[src/rtl/keypad_scanner.sv]
// 4x4 active-low matrix keypad scanner with press/release debounce,
// decoding accepted keys into digit/confirm/cancel strobes for the code lock.
module keypad_scanner #(
   parameter int SCAN_DIV     = 1000,
   parameter int DEBOUNCE_CNT = 10
) (
   input  logic       clk,
   input  logic       clr,
   input  logic [3:0] row,
   output logic [3:0] col,
   output logic [3:0] din,
   output logic       din_valid,
   output logic       confirm,
   output logic       cancel,
   output logic       key_busy
);

   localparam int DIV_W = $clog2(SCAN_DIV);
   localparam int CNT_W = $clog2(DEBOUNCE_CNT + 1);
   localparam logic [DIV_W-1:0] DIV_LAST = DIV_W'(SCAN_DIV - 1);
   localparam logic [CNT_W-1:0] CNT_DONE = CNT_W'(DEBOUNCE_CNT);

   typedef enum logic [1:0] {
      ST_SCAN     = 2'd0,
      ST_PRESS_DB = 2'd1,
      ST_EMIT     = 2'd2,
      ST_REL_DB   = 2'd3
   } state_t;

   // Codes 0-9 are digits, A-D are silent keys, E is '*', F is '#'.
   function automatic logic [3:0] key_code(input logic [1:0] r, input logic [1:0] c);
      logic [3:0] k;
      case ({r, c})
         4'h0: k = 4'd1;
         4'h1: k = 4'd2;
         4'h2: k = 4'd3;
         4'h3: k = 4'hA;
         4'h4: k = 4'd4;
         4'h5: k = 4'd5;
         4'h6: k = 4'd6;
         4'h7: k = 4'hB;
         4'h8: k = 4'd7;
         4'h9: k = 4'd8;
         4'hA: k = 4'd9;
         4'hB: k = 4'hC;
         4'hC: k = 4'hE;
         4'hD: k = 4'd0;
         4'hE: k = 4'hF;
         4'hF: k = 4'hD;
         default: k = 4'd0;
      endcase
      return k;
   endfunction

   function automatic logic one_low(input logic [3:0] v);
      logic r;
      case (v)
         4'b1110, 4'b1101, 4'b1011, 4'b0111: r = 1'b1;
         default: r = 1'b0;
      endcase
      return r;
   endfunction

   function automatic logic [1:0] low_index(input logic [3:0] v);
      logic [1:0] r;
      case (v)
         4'b1110: r = 2'd0;
         4'b1101: r = 2'd1;
         4'b1011: r = 2'd2;
         default: r = 2'd3;
      endcase
      return r;
   endfunction

   state_t           state_q, state_d;
   logic [3:0]       meta_q, meta_d;
   logic [3:0]       rs_q, rs_d;
   logic [DIV_W-1:0] div_q, div_d;
   logic [1:0]       col_idx_q, col_idx_d;
   logic [3:0]       col_q, col_d;
   logic [3:0]       lat_q, lat_d;
   logic [CNT_W-1:0] cnt_q, cnt_d;
   logic [3:0]       din_q, din_d;
   logic             din_valid_q, din_valid_d;
   logic             confirm_q, confirm_d;
   logic             cancel_q, cancel_d;
   logic             key_busy_q, key_busy_d;
   logic             tick_s;
   logic [CNT_W-1:0] cnt_inc_s;
   logic [3:0]       code_s;

   // Next-state, synchronizer, divider and strobe decode.
   always_comb begin
      state_d     = state_q;
      meta_d      = row;
      rs_d        = meta_q;
      col_idx_d   = col_idx_q;
      lat_d       = lat_q;
      cnt_d       = cnt_q;
      din_d       = din_q;
      din_valid_d = 1'b0;
      confirm_d   = 1'b0;
      cancel_d    = 1'b0;
      key_busy_d  = key_busy_q;
      tick_s      = (div_q == DIV_LAST);
      cnt_inc_s   = cnt_q + CNT_W'(1);
      code_s      = key_code(low_index(lat_q), col_idx_q);
      if (tick_s) begin
         div_d = '0;
      end else begin
         div_d = div_q + DIV_W'(1);
      end

      case (state_q)
         ST_SCAN: begin
            if (tick_s && one_low(rs_q)) begin
               lat_d   = rs_q;
               cnt_d   = '0;
               state_d = ST_PRESS_DB;
            end else if (tick_s) begin
               col_idx_d = col_idx_q + 2'd1;
            end else begin
               state_d = ST_SCAN;
            end
         end
         ST_PRESS_DB: begin
            if (tick_s && (rs_q == lat_q)) begin
               cnt_d = cnt_inc_s;
               if (cnt_inc_s == CNT_DONE) begin
                  // Strobes are launched here so they are high exactly while in EMIT.
                  state_d    = ST_EMIT;
                  key_busy_d = 1'b1;
                  if (code_s <= 4'd9) begin
                     din_d       = code_s;
                     din_valid_d = 1'b1;
                  end else if (code_s == 4'hE) begin
                     cancel_d = 1'b1;
                  end else if (code_s == 4'hF) begin
                     confirm_d = 1'b1;
                  end else begin
                     din_valid_d = 1'b0;
                  end
               end else begin
                  state_d = ST_PRESS_DB;
               end
            end else if (tick_s) begin
               state_d   = ST_SCAN;
               col_idx_d = col_idx_q + 2'd1;
            end else begin
               state_d = ST_PRESS_DB;
            end
         end
         ST_EMIT: begin
            cnt_d   = '0;
            state_d = ST_REL_DB;
         end
         ST_REL_DB: begin
            if (tick_s && (rs_q == 4'b1111)) begin
               if (cnt_inc_s == CNT_DONE) begin
                  cnt_d      = '0;
                  key_busy_d = 1'b0;
                  state_d    = ST_SCAN;
                  col_idx_d  = col_idx_q + 2'd1;
               end else begin
                  cnt_d = cnt_inc_s;
               end
            end else if (tick_s) begin
               cnt_d = '0;
            end else begin
               state_d = ST_REL_DB;
            end
         end
         default: begin
            state_d = ST_SCAN;
         end
      endcase

      col_d = ~(4'b0001 << col_idx_d);
   end

   // State and registered outputs.
   always_ff @(posedge clk or posedge clr) begin
      if (clr) begin
         state_q     <= ST_SCAN;
         meta_q      <= 4'b1111;
         rs_q        <= 4'b1111;
         div_q       <= '0;
         col_idx_q   <= 2'd0;
         col_q       <= 4'b1110;
         lat_q       <= 4'b1111;
         cnt_q       <= '0;
         din_q       <= 4'd0;
         din_valid_q <= 1'b0;
         confirm_q   <= 1'b0;
         cancel_q    <= 1'b0;
         key_busy_q  <= 1'b0;
      end else begin
         state_q     <= state_d;
         meta_q      <= meta_d;
         rs_q        <= rs_d;
         div_q       <= div_d;
         col_idx_q   <= col_idx_d;
         col_q       <= col_d;
         lat_q       <= lat_d;
         cnt_q       <= cnt_d;
         din_q       <= din_d;
         din_valid_q <= din_valid_d;
         confirm_q   <= confirm_d;
         cancel_q    <= cancel_d;
         key_busy_q  <= key_busy_d;
      end
   end

   assign col       = col_q;
   assign din       = din_q;
   assign din_valid = din_valid_q;
   assign confirm   = confirm_q;
   assign cancel    = cancel_q;
   assign key_busy  = key_busy_q;

endmodule

[config.mk]
export PLATFORM = sky130hd
export DESIGN_NAME = keypad_scanner
export DESIGN_NICKNAME = d
export VERILOG_FILES = /design/src/rtl/keypad_scanner.sv
export SDC_FILE = /design/constraint.sdc
export NUM_CORES = 1
export LEC_CHECK = 0
export ABC_AREA = 0
export CORE_ASPECT_RATIO = 1.4
export CORE_UTILIZATION = 30
export DETAILED_ROUTE_END_ITERATION = 6
export SLEW_MARGIN = 15
export SYNTH_ARGS = -nofsm -noshare
export SYNTH_HDL_FRONTEND = slang
export SYNTH_SLANG_ARGS = --single-unit
[constraint.sdc]
create_clock -name clk -period 4.18 [get_ports clk]
set_clock_uncertainty 0.05 [all_clocks]
set_input_delay 0.627 -clock clk [delete_from_list [all_inputs] [get_ports clk]]
set_output_delay 0.627 -clock clk [all_outputs]
set_load 0.005 [all_outputs]
Word level (Yosys, flattened, before mapping)
Memory sizes are Yosys's and may differ from the RTL's.
Index checks and enable logic that the tools add are counted.
W data, S select, Z words.
{"block": "op_classes", "bitwise": 1, "n_reduce_logical": 11, "n_eq_ne": 25, "div_mod_pow": 0, "mul": 0, "muxes": 45, "addsub": 3, "shift": 1, "order_cmp": 1}
{"operator": "$eq A4 B4 Y1 const B", "count": 10}
{"operator": "$mux W2", "count": 12}
{"operator": "$mux W1", "count": 22}
{"operator": "$mux W4", "count": 5}
{"operator": "$pmux W4 S4", "count": 1}
{"operator": "$ne A3 B3 Y1 const B", "count": 4}
{"operator": "$pmux W2 S3", "count": 2}
{"operator": "$add A10 B1 Y10 const B", "count": 1}
{"operator": "$eq A10 B10 Y1 const B", "count": 1}
{"operator": "$mux W10", "count": 1}
{"operator": "$ne A2 B2 Y1 const B", "count": 5}
{"operator": "$pmux W2 S4", "count": 1}
{"operator": "$reduce_and A3 Y1", "count": 2}
{"operator": "$reduce_and A5 Y1", "count": 1}
{"operator": "$add A4 B1 Y4 const B", "count": 1}
{"operator": "$eq A2 B2 Y1 const B", "count": 2}
{"operator": "$eq A4 B3 Y1 const B", "count": 1}
{"operator": "$eq A4 B4 Y1", "count": 1}
{"operator": "$le A4 B4 Y1 const B", "count": 1}
{"operator": "$not A4 Y4", "count": 1}
{"operator": "$reduce_and A4 Y1", "count": 1}
{"operator": "$reduce_or A4 Y1", "count": 1}
{"operator": "$shl A1 B2 Y4 const A", "count": 1}
{"operator": "$logic_and A1 B1 Y1", "count": 3}
{"operator": "other kinds (6)", "count": 6}
{"block": "word_totals", "ff_bits": 42, "latchBits": 0, "word_cells": 101, "inputBits": 6, "ram_bits": 0, "mem_count": 1, "out_inout_bits": 12, "mem_bits_ro": 64}
{"name": "(no name shown)", "depth": 16, "width": 4, "read_ports": 1, "rd_ports_with_merged_regs": 0, "wr": 0, "line_no": "33", "text": "case ({r, c})"}

Longest topological paths before layout
Gate-level depths: netlist of run 1.
An unclocked memory read counts as a cell.
{"block": "logic_depth", "ltp_word": 10, "mapped_depth": 9, "depth_no_buf": 9}

Least setup slack after synthesis of run 1
No wires, ideal clock.
{"block": "synth_timing", "path_type": "reg2reg", "from": "reg col_idx_q[0]", "to": "reg din_q[0] (netlist: din[0])", "path_stages_with_launch": 9, "setup_slack_ns": 2.195, "n_path_buf": 0, "arrival_time_ns": 1.807, "required_time_ns": 4.002, "setup_time_ns": 0.128, "synth_period_minus_slack_ns": 1.985, "cell_sequence": "dfrtp_1 -> inv_1 -> ha_1 -> o21ai_0 -> a21o_1 -> a21o_1 -> nor2b_1 -> o21bai_1 -> mux2_1"}
{"block": "synth_via", "elab_chain_len": 3}
{"item": "start, declared", "line_no": "79", "text": "logic [1:0] col_idx_q, col_idx_d;"}
{"item": "start signal, assigned", "line_no": "202", "text": "col_idx_q <= col_idx_d;"}
{"item": "$mem_v2 Z16 W4 (*)"}
{"item": "$le A4 B4 Y1", "line_no": "133", "text": "if (code_s <= 4'd9) begin"}
{"item": "$reduce_and A4 Y1 (no line)"}
{"item": "end signal, assigned", "line_no": "206", "text": "din_q <= din_d;"}
{"item": "end, declared", "line_no": "83", "text": "logic [3:0] din_q, din_d;"}
Mark *: on every way between the ends. The rest lies on a longest branch, timed or not.
A chain may end at the register's enable or synchronous reset.

Worst setup path in the final report of run 1
{"block": "layout_timing", "from": "reg div_q[0]", "to": "reg cnt_q[3]"}
{"block": "layout_via", "elab_chain_len": 4, "elab_cells_between_ends": 10, "classes_between": "4 x eq/ne; 2 x mux; 4 x reduce/logical"}
{"item": "start, declared", "line_no": "78", "text": "logic [DIV_W-1:0] div_q, div_d;"}
{"item": "start signal, assigned", "line_no": "201", "text": "div_q <= div_d;"}
{"item": "$eq A10 B10 Y1 (*)", "line_no": "105", "text": "tick_s = (div_q == DIV_LAST);"}
{"item": "$logic_and A1 B1 Y1, on equally long branches", "line_no": "158, 116, 127"}
{"item": "$mux W4, or another cell as far along", "line_no": "158", "text": "if (tick_s && (rs_q == 4'b1111)) begin"}
{"item": "$pmux W4 S4 / $reduce_and A3 Y1 (equally long branches)"}
{"item": "end signal, assigned", "line_no": "205", "text": "cnt_q <= cnt_d;"}
{"item": "end, declared", "line_no": "82", "text": "logic [CNT_W-1:0] cnt_q, cnt_d;"}
Marked as above.

==> results of run 1 <==
==> power groups by stage <==
stage / Clock, mW / Sequential [mW] / Combinational [mW]
2_1_floorplan: 0 / 0.423 / 0.0147
3_3_place_gp: 0 / 0.425 / 0.0222
3_5_place_dp: 0 / 0.425 / 0.0225
4_1_cts: 0.337 / 0.417 / 0.0224
5_1_grt: 0.352 / 0.418 / 0.0245
6_report: 0.325 / 0.417 / 0.0214
==> state kept, by name (all words and copies together), names as in the netlist <==
| name | count |
|---|---|
| lat_q | 4 |
| col_idx_q | 2 |
| state_q | 2 |
| col | 4 |
| cancel | 1 |
| cnt_q | 4 |
| din | 4 |
| din_valid | 1 |
| rs_q | 4 |
| div_q | 10 |
| key_busy | 1 |
| meta_q | 4 |
| confirm | 1 |
==> synthesized netlist by cell type, drive strengths merged <==
library cell / count
dfrtp: 27
nand2: 25
nor2: 25
o21ai: 17
a21oi: 15
dfstp: 15
inv: 10
nand3: 10
xor2: 9
ha: 8
buf: 7
mux2: 6
nand2b: 6
nand4: 5
o31ai: 5
a21o: 4
nor3: 4
a31oi: 3
nor2b: 3
or3: 3
xnor2: 3
a21boi: 2
and3: 2
clkbuf: 2
nand3b: 2
nand4b: 2
nor3b: 2
o22ai: 2
o311ai: 2
a211o: 1
a211oi: 1
and2: 1
maj3: 1
mux2i: 1
nor4: 1
nor4b: 1
o211ai: 1
o21a: 1
o21bai: 1
or2: 1
==> cells by family (layout without fill, tap and decap cells) <==
kind of cell | after synthesis | in the layout | synth area share (%)
and+or+nand+nor | 93 | 93 | 21.0
AOI/OAI and AO/OA | 55 | 55 | 16.3
DFF | 42 | 42 | 45.8
buffers and inverters | 19 | 36 | 4.34
xor gates and xnor gates | 12 | 12 | 4.50
adders and majority gates | 9 | 9 | 4.71
muxes | 7 | 7 | 3.32
==> area by class of cell <==
class | count | area (um2) | share of cell area [%]
clock buffer | 5 | 68.8 | 2.56
clock inverter | 3 | 45.0 | 1.68
inverter | 10 | 37.5 | 1.40
multi-input combinational | 176 | 1170 | 43.4
sequential | 42 | 1070 | 39.8
tap | 97 | 121 | 4.52
timing repair buffer | 18 | 178 | 6.61
==> path summary, 6_finish.rpt <==
path,startpoint,end,slack [ps],cells past startpoint
worst max-delay path,div_q[0],cnt_q[3],1610,8
worst min-delay path,meta_q[2],rs_q[2],310,0
worst max register to register,div_q[0],cnt_q[3],1610,8
worst min register to register,meta_q[2],rs_q[2],310,0
max in group asynchronous,clr,col[1],2990,3
min in group asynchronous,clr,div_q[5],700,3
==> routing by layer <==
metal | vias to the layer above | share of wire [%]
li1 | 854 | -
met1 | 846 | 41
met2 | 37 | 55
met3 | 6 | 2.7
met4 | 0 | 1.6
met5 | - | 0
==> flow_metrics.env, run 1 <==
export IMPL_status="complete, no violations"
export IMPL_place_hpwl_um=3130
export IMPL_critPathRequiredTime_ps=4300
export IMPL_htreeDepth=2
export IMPL_ios=18
export IMPL_timing_hold_ws_ps=309
export IMPL_synthCells=237
export IMPL_die_height_um=106
export IMPL_yosysTopAreaCellShare_pct=28.9
export IMPL_die_area_um2=8150
export IMPL_n_antenna_cell=0
export IMPL_path_delay_family="simple AND/OR/NAND/NOR gates"
export IMPL_insertion_delay_ps=290
export IMPL_synth_largest_area_cell="dfrtp_1"
export IMPL_ys_ff_latch=42
export IMPL_post_cts_buffers=0
export IMPL_met3_usage_pct=2.40
export IMPL_final_cells=351
export IMPL_dp_cells=343
export IMPL_final_nets=267
export IMPL_hold_buffers=0
export IMPL_cts_tree="done"
export IMPL_overflow=0
export IMPL_worst_setup_path_end_kind="flop"
export IMPL_grt_total_usage_pct=11.7
export IMPL_cts_resized=0
export IMPL_fin_area_um2=2690
export IMPL_ys_seq_area_share_pct=45.8
export IMPL_cts_buffers=5
export IMPL_drt_total_wl_um=4310
export IMPL_setup_viol=0
export IMPL_drc=0
export IMPL_fmax_mhz=389
export IMPL_finalPower_mw=0.763
export IMPL_path_clk_slew_ps=90
export IMPL_core_area_um2=7450
export IMPL_fin_crit_ps=2570
export IMPL_critical_path_class="reg2reg"
export IMPL_cts_buffer_depth=2
export IMPL_final_setup_tns_ps=0
export IMPL_ys_warn_count=0
export IMPL_final_core_util_pct=36.0
export IMPL_arrival_ps=2690
export IMPL_report_final_slew_viol_count=0
export IMPL_p_switching_mw=0.164
export IMPL_syn_to_final_growth_pct=14.9
export IMPL_drtAntennaViolNets=0
export IMPL_cts_root_buffer="clkbuf_8"
export IMPL_maxCapViolations=0
export IMPL_routed_via_count=1743
export IMPL_top_usage_layer="met2"
export IMPL_vias_per_cell=4.97
export IMPL_io_buffers=17
export IMPL_first_pass_iters=4
export IMPL_fill_cells=754
export IMPL_p_int_mw=0.599
export IMPL_p_per_area_nw_per_um2=284
export IMPL_final_common_cell="dfrtp_1"
export IMPL_synth_cell_area_um2=2340
export IMPL_drive_gt1_share_pct=15.4
export IMPL_grtUsageMet1_pct=11.8
export IMPL_crit_chain="ha_1 > nand2_1 > nor3b_4 > a21oi_1 > nor2_1 > nor2_1 > o21ai_0 > o31ai_1"
export IMPL_pwr_share_comb_pct=2.8
export IMPL_avgSynthCellArea_um2=9.86
export IMPL_place_congestion=0.772
export IMPL_die_w_um=76.6
export IMPL_grt_pass1_vias=1715
export IMPL_cp_common_cell="nor2_1"
export IMPL_final_cell_mix="dfrtp_1, nor2_1, nand2_1"
export IMPL_swShare_pct=21.5
export IMPL_antenna_found_initial=0
export IMPL_use_met2_pct=22.9
export IMPL_ys_top_cells_by_area="dfrtp_1, dfstp_2, ha_1, nor2_1, nand2_1"
export IMPL_finalHoldViolCount=0
export IMPL_row_count=37
export IMPL_crit_path_start_kind="flop"
export IMPL_ir_drop_mv=0.117
export IMPL_dpl_worst_slack_ps=1650
export IMPL_wire_per_inst_um=12.3
export IMPL_relSlewSlack_pct=44.8
export IMPL_power_frac_clock_pct=42.5
export IMPL_syn_nets=251
export IMPL_critPathMaxFanout=21
export IMPL_period_share_pct=61.4
export IMPL_cp_slowest_stage_delay_ps=730
export IMPL_rsz0062_at_grt="no"
export IMPL_finalWorstSetupSlack_ps=1610
export IMPL_drt_iter0_markers=80
export IMPL_place_area_um2=2570
export IMPL_worstMarginPinSlew_ps=827
export IMPL_ys_types=51
export IMPL_start_util_pct=31.4
export IMPL_power_frac_seq_pct=54.7
export IMPL_cp_buffers_inverters=0
export IMPL_grt_max_degree=43
export IMPL_cts_sinks=42
export IMPL_grt_pass1_wl_um=7560
export IMPL_hold_path_class="reg2reg"
export IMPL_slowest_stage="nor3b_4"
export IMPL_leakagePower_nw=1.13
Power figures use the tool's default switching activity.
==> inputs of run 2 (changes only) <==
==> constraint.sdc (replaced) <==
create_clock -name clk -period 2.64 [get_ports clk]
set_clock_uncertainty 0.05 [all_clocks]
set_input_delay 0.396 -clock clk [delete_from_list [all_inputs] [get_ports clk]]
set_output_delay 0.396 -clock clk [all_outputs]
set_load 0.005 [all_outputs]
==> flow_metrics.env, run 2 (synthesis gave the netlist of run 1 again) <==
export IMPL_fin_crit_ps=2290
export IMPL_fmax_mhz=436
export IMPL_maxCapViolations=0
export IMPL_cts_tree="done"
export IMPL_cts_root_buffer="clkbuf_8"
export IMPL_fill_cells=735
export IMPL_die_w_um=76.6
export IMPL_place_congestion=0.820
export IMPL_hold_buffers=0
export IMPL_wire_per_inst_um=12.4
export IMPL_final_setup_tns_ps=0
export IMPL_ir_drop_mv=0.220
export IMPL_drtAntennaViolNets=0
export IMPL_overflow=0
export IMPL_drc=0
export IMPL_cts_buffers=5
export IMPL_worstMarginPinSlew_ps=573
export IMPL_place_area_um2=2590
export IMPL_leakagePower_nw=1.13
export IMPL_reg2regPathDepth=6
export IMPL_arrival_ps=2410
export IMPL_hold_depth=0
export IMPL_antenna_found_initial=0
export IMPL_p_per_area_nw_per_um2=424
export IMPL_routed_via_count=1705
export IMPL_grt_total_usage_pct=12.1
export IMPL_final_cell_mix="dfrtp_1, nor2_1, nand2_1"
export IMPL_vias_per_cell=4.83
export IMPL_syn_to_final_growth_pct=14.8
export IMPL_critical_path_class="reg2reg"
export IMPL_holdCritStartpoint="meta_q[0]"
export IMPL_die_height_um=106
export IMPL_report_final_slew_viol_count=0
export IMPL_r2r_setup_slack_ps=350
export IMPL_grt_pass1_vias=1688
export IMPL_htreeDepth=2
export IMPL_path_clk_slew_ps=90
export IMPL_critPathRequiredTime_ps=2750
export IMPL_finalHoldViolCount=0
export IMPL_timing_rr_start="div_q[0]"
export IMPL_largest_reg_flops=10
export IMPL_cts_sinks=42
export IMPL_io_buffers=17
export IMPL_ios=18
export IMPL_hold_path_class="reg2reg"
export IMPL_relSlewSlack_pct=61.5
export IMPL_setup_viol=0
export IMPL_place_hpwl_um=3170
export IMPL_final_nets=269
export IMPL_status="complete, no violations"
export IMPL_cts_resized=0
export IMPL_grt_pass1_wl_um=7830
export IMPL_rsz0062_at_grt="no"
export IMPL_period_share_pct=86.8
export IMPL_reg2reg_to="col[0]"
export IMPL_final_common_cell="dfrtp_1"
export IMPL_cts_buffer_depth=2
export IMPL_drt_iter0_markers=51
export IMPL_holdPathEnd="rs_q[0]"
export IMPL_worst_setup_path_end_kind="flop"
export IMPL_top_register="div_q"
export IMPL_drive_gt1_share_pct=16.0
export IMPL_die_area_um2=8150
export IMPL_n_antenna_cell=0
export IMPL_critPathMaxFanout=10
export IMPL_row_count=37
export IMPL_drt_total_wl_um=4370
export IMPL_first_pass_iters=4
export IMPL_insertion_delay_ps=300
export IMPL_core_area_um2=7450
export IMPL_post_cts_buffers=0
export IMPL_fin_area_um2=2680
export IMPL_grt_max_degree=43
export IMPL_crit_path_start_kind="flop"
export IMPL_start_util_pct=31.4
run 2: critical path, cell delays in order, from the launching register on:
cell	delay, ps
dfrtp_1	380
ha_1	240
nand2_1	150
nor3b_4	480
a31oi_4	170
o31ai_1	550
nand2b_1	130
run 2: worst max path at each step:
stage,start,slack [ps],endpoint
after floorplan,col_idx_q[0],660,din[0]
after global placement,div_q[0],390,cnt_q[0]
after detailed placement,div_q[0],300,col[0]
after CTS,div_q[0],290,col[0]
after global routing,div_q[0],80,col[0]
final,div_q[0],350,col[0]
run 2: area by class of cell:
| cell class | count | area [um2] | share of cell area [%] |
|---|---|---|---|
| tap | 97 | 121 | 4.52 |
| inverter | 10 | 37.5 | 1.40 |
| clock buffer | 6 | 82.6 | 3.08 |
| multi-input combinational | 176 | 1170 | 43.5 |
| timing repair buffer | 20 | 193 | 7.18 |
| sequential | 42 | 1070 | 39.9 |
| clock inverter | 2 | 12.5 | 0.466 |
run 2: power by group:
| group | switching, mW | internal (mW) | leakage (nW) |
|---|---|---|---|
| Sequential | 0.00601 | 0.655 | 0.520 |
| Combinational | 0.0212 | 0.0127 | 0.566 |
| Clock | 0.233 | 0.210 | 0.0472 |
run 2: through the flow:
stage          power, mW  setup WS (ps)  utilization, %  hold slack (ps)  std cells
4_1_cts             1.16            286            36.0              303        353
3_5_place_dp       0.708            297            34.7              297        345
2_1_floorplan      0.693            655               -              295        237
5_1_grt             1.19           84.5            36.0              305        353
3_3_place_gp       0.707            394            34.7              297        345
6_report            1.14            347            36.0              306        353
run 2: per-layer routing:
layer | track usage [%] | vias up | part of all wire [%]
li1 | - | 862 | -
met1 | 13.5 | 813 | 42
met2 | 22.1 | 24 | 53
met3 | 2.32 | 6 | 2.5
met4 | 5.36 | 0 | 1.9
met5 | 0 | - | 0
==> inputs of run 3 (changes only) <==
--- a/config.mk
+++ b/config.mk
@@ -7,6 +7,7 @@
 export LEC_CHECK = 0
 export ABC_AREA = 0
 export CORE_ASPECT_RATIO = 1.4
+export CORE_MARGIN = 3
 export CORE_UTILIZATION = 30
 export DETAILED_ROUTE_END_ITERATION = 6
 export SLEW_MARGIN = 15
==> flow_metrics.env, run 3 (synthesis gave the netlist of run 1 again) <==
export IMPL_overflow=0
export IMPL_drtAntennaViolNets=0
export IMPL_status="complete, no violations"
export IMPL_r2r_setup_slack_ps=320
export IMPL_row_count=37
export IMPL_fmax_mhz=431
export IMPL_final_nets=270
export IMPL_cts_sinks=42
export IMPL_die_area_um2=8900
export IMPL_ir_drop_mv=0.201
export IMPL_cts_buffers=5
export IMPL_finalPower_mw=1.21
export IMPL_cp_buffers_inverters=0
export IMPL_relSlewSlack_pct=62.5
export IMPL_cts_root_buffer="clkbuf_8"
export IMPL_drt_total_wl_um=4520
export IMPL_critPathMaxFanout=14
export IMPL_vias_per_cell=4.86
export IMPL_final_setup_tns_ps=0
export IMPL_worst_setup_path_end_kind="flop"
export IMPL_htreeDepth=2
export IMPL_rsz0062_at_grt="no"
export IMPL_critPathCapture="col[3]"
export IMPL_final_cell_mix="dfrtp_1, nor2_1, nand2_1"
export IMPL_die_w_um=80.6
export IMPL_p_per_area_nw_per_um2=447
export IMPL_crit_chain="ha_1 > nand2_1 > nor3b_4 > a21boi_0 > o21ai_0 > o311ai_1 > o31ai_1 > nand2b_1"
export IMPL_ios=18
export IMPL_hold_buffers=0
export IMPL_arrival_ps=2510
export IMPL_finalHoldViolCount=0
export IMPL_drt_iter0_markers=36
export IMPL_critical_path_class="reg2reg"
export IMPL_core_area_um2=7450
export IMPL_cts_resized=0
export IMPL_path_delay_family="simple AND/OR/NAND/NOR gates"
export IMPL_drc=0
export IMPL_fin_crit_ps=2320
export IMPL_wire_per_inst_um=12.8
export IMPL_maxCapViolations=0
export IMPL_final_common_cell="dfrtp_1"
export IMPL_cp_slowest_stage_delay_ps=520
export IMPL_slowest_stage="nor3b_4"
export IMPL_cts_tree="done"
export IMPL_place_hpwl_um=3320
export IMPL_top_register="div_q"
export IMPL_grt_total_usage_pct=11.0
export IMPL_place_congestion=0.823
export IMPL_routed_via_count=1722
export IMPL_reg2reg_to="col[3]"
export IMPL_cts_buffer_depth=2
export IMPL_largest_reg_flops=10
export IMPL_insertion_delay_ps=300
export IMPL_hold_path_class="reg2reg"
export IMPL_n_antenna_cell=0
export IMPL_place_area_um2=2590
export IMPL_crit_start="div_q[0]"
export IMPL_timing_rr_start="div_q[0]"
export IMPL_io_buffers=17
export IMPL_report_final_slew_viol_count=0
export IMPL_fin_area_um2=2710
export IMPL_start_util_pct=31.4
export IMPL_grt_pass1_vias=1736
export IMPL_path_depth=8
export IMPL_post_cts_buffers=0
export IMPL_first_pass_iters=4
export IMPL_timing_hold_ws_ps=312
export IMPL_grt_pass1_wl_um=7930
export IMPL_path_clk_slew_ps=90
export IMPL_critPathRequiredTime_ps=2830
export IMPL_period_share_pct=87.9
export IMPL_worstMarginPinSlew_ps=562
export IMPL_drive_gt1_share_pct=16.3
export IMPL_leakagePower_nw=1.14
export IMPL_syn_to_final_growth_pct=15.9
export IMPL_grt_max_degree=43
export IMPL_reg2regPathDepth=8
export IMPL_crit_path_start_kind="flop"
export IMPL_setup_viol=0
export IMPL_die_height_um=110
export IMPL_antenna_found_initial=0
run 3: cell types whose count changed in the layout (fill, tap and decap cells not counted):
cell / delta
clkinvlp_4: +1
buf_4: +1
clkinv_2: -1
bufinv_16: +1
clkbuf_8: -1
run 3: report_power, final:
group,internal [mW],switching [mW],total [mW]
clock network,0.281,0.233,0.515
logic,0.0127,0.0218,0.0345
registers,0.655,0.00594,0.661
total,0.949,0.261,1.21
run 3: per-stage QoR:
step | utilization, % | worst slack, ps | std cells
final | 36.3 | 320 | 354
after global routing | 36.3 | 11.1 | 354
after CTS | 36.3 | 312 | 354
after detailed placement | 34.8 | 352 | 346
after global placement | 34.8 | 398 | 346
after floorplan | - | 655 | 237
run 3: worst min path at each step:
stage / startpoint / to / slack (ps) / cells past startpoint
2_1_floorplan: meta_q[0] / rs_q[0] / 300 / 0
3_5_place_dp: meta_q[2] / rs_q[2] / 300 / 0
5_1_grt: meta_q[3] / rs_q[3] / 320 / 0
3_3_place_gp: meta_q[2] / rs_q[2] / 300 / 0
4_1_cts: meta_q[3] / rs_q[3] / 310 / 0
6_report: meta_q[3] / rs_q[3] / 310 / 0
run 3: worst reg2reg max path, delay by kind of cell, from the launching register on:
kind | cells | cell delay, ps
fa+ha+maj | 1 | 240
flops | 1 | 400
simple gates | 3 | 830
compound gates | 4 | 750
run 3: area by class of cell:
cell class                      instances  area [um2]
Timing Repair Buffer                   21         200
Multi-Input combinational cell        176        1170
Clock inverter                          3        45.0
Sequential cell                        42        1070
Inverter                               10        37.5
Tap cell                               97         121
Clock buffer                            5        68.8
Fill cell                             742        4740
run 3: routing by layer:
layer	vias to the layer above	GRT usage, %	wire length (um)
met1	825	12.7	1850
li1	865	-	-
met5	-	0	0
met2	23	19.6	2500
met4	0	4.17	66
met3	9	2.20	101
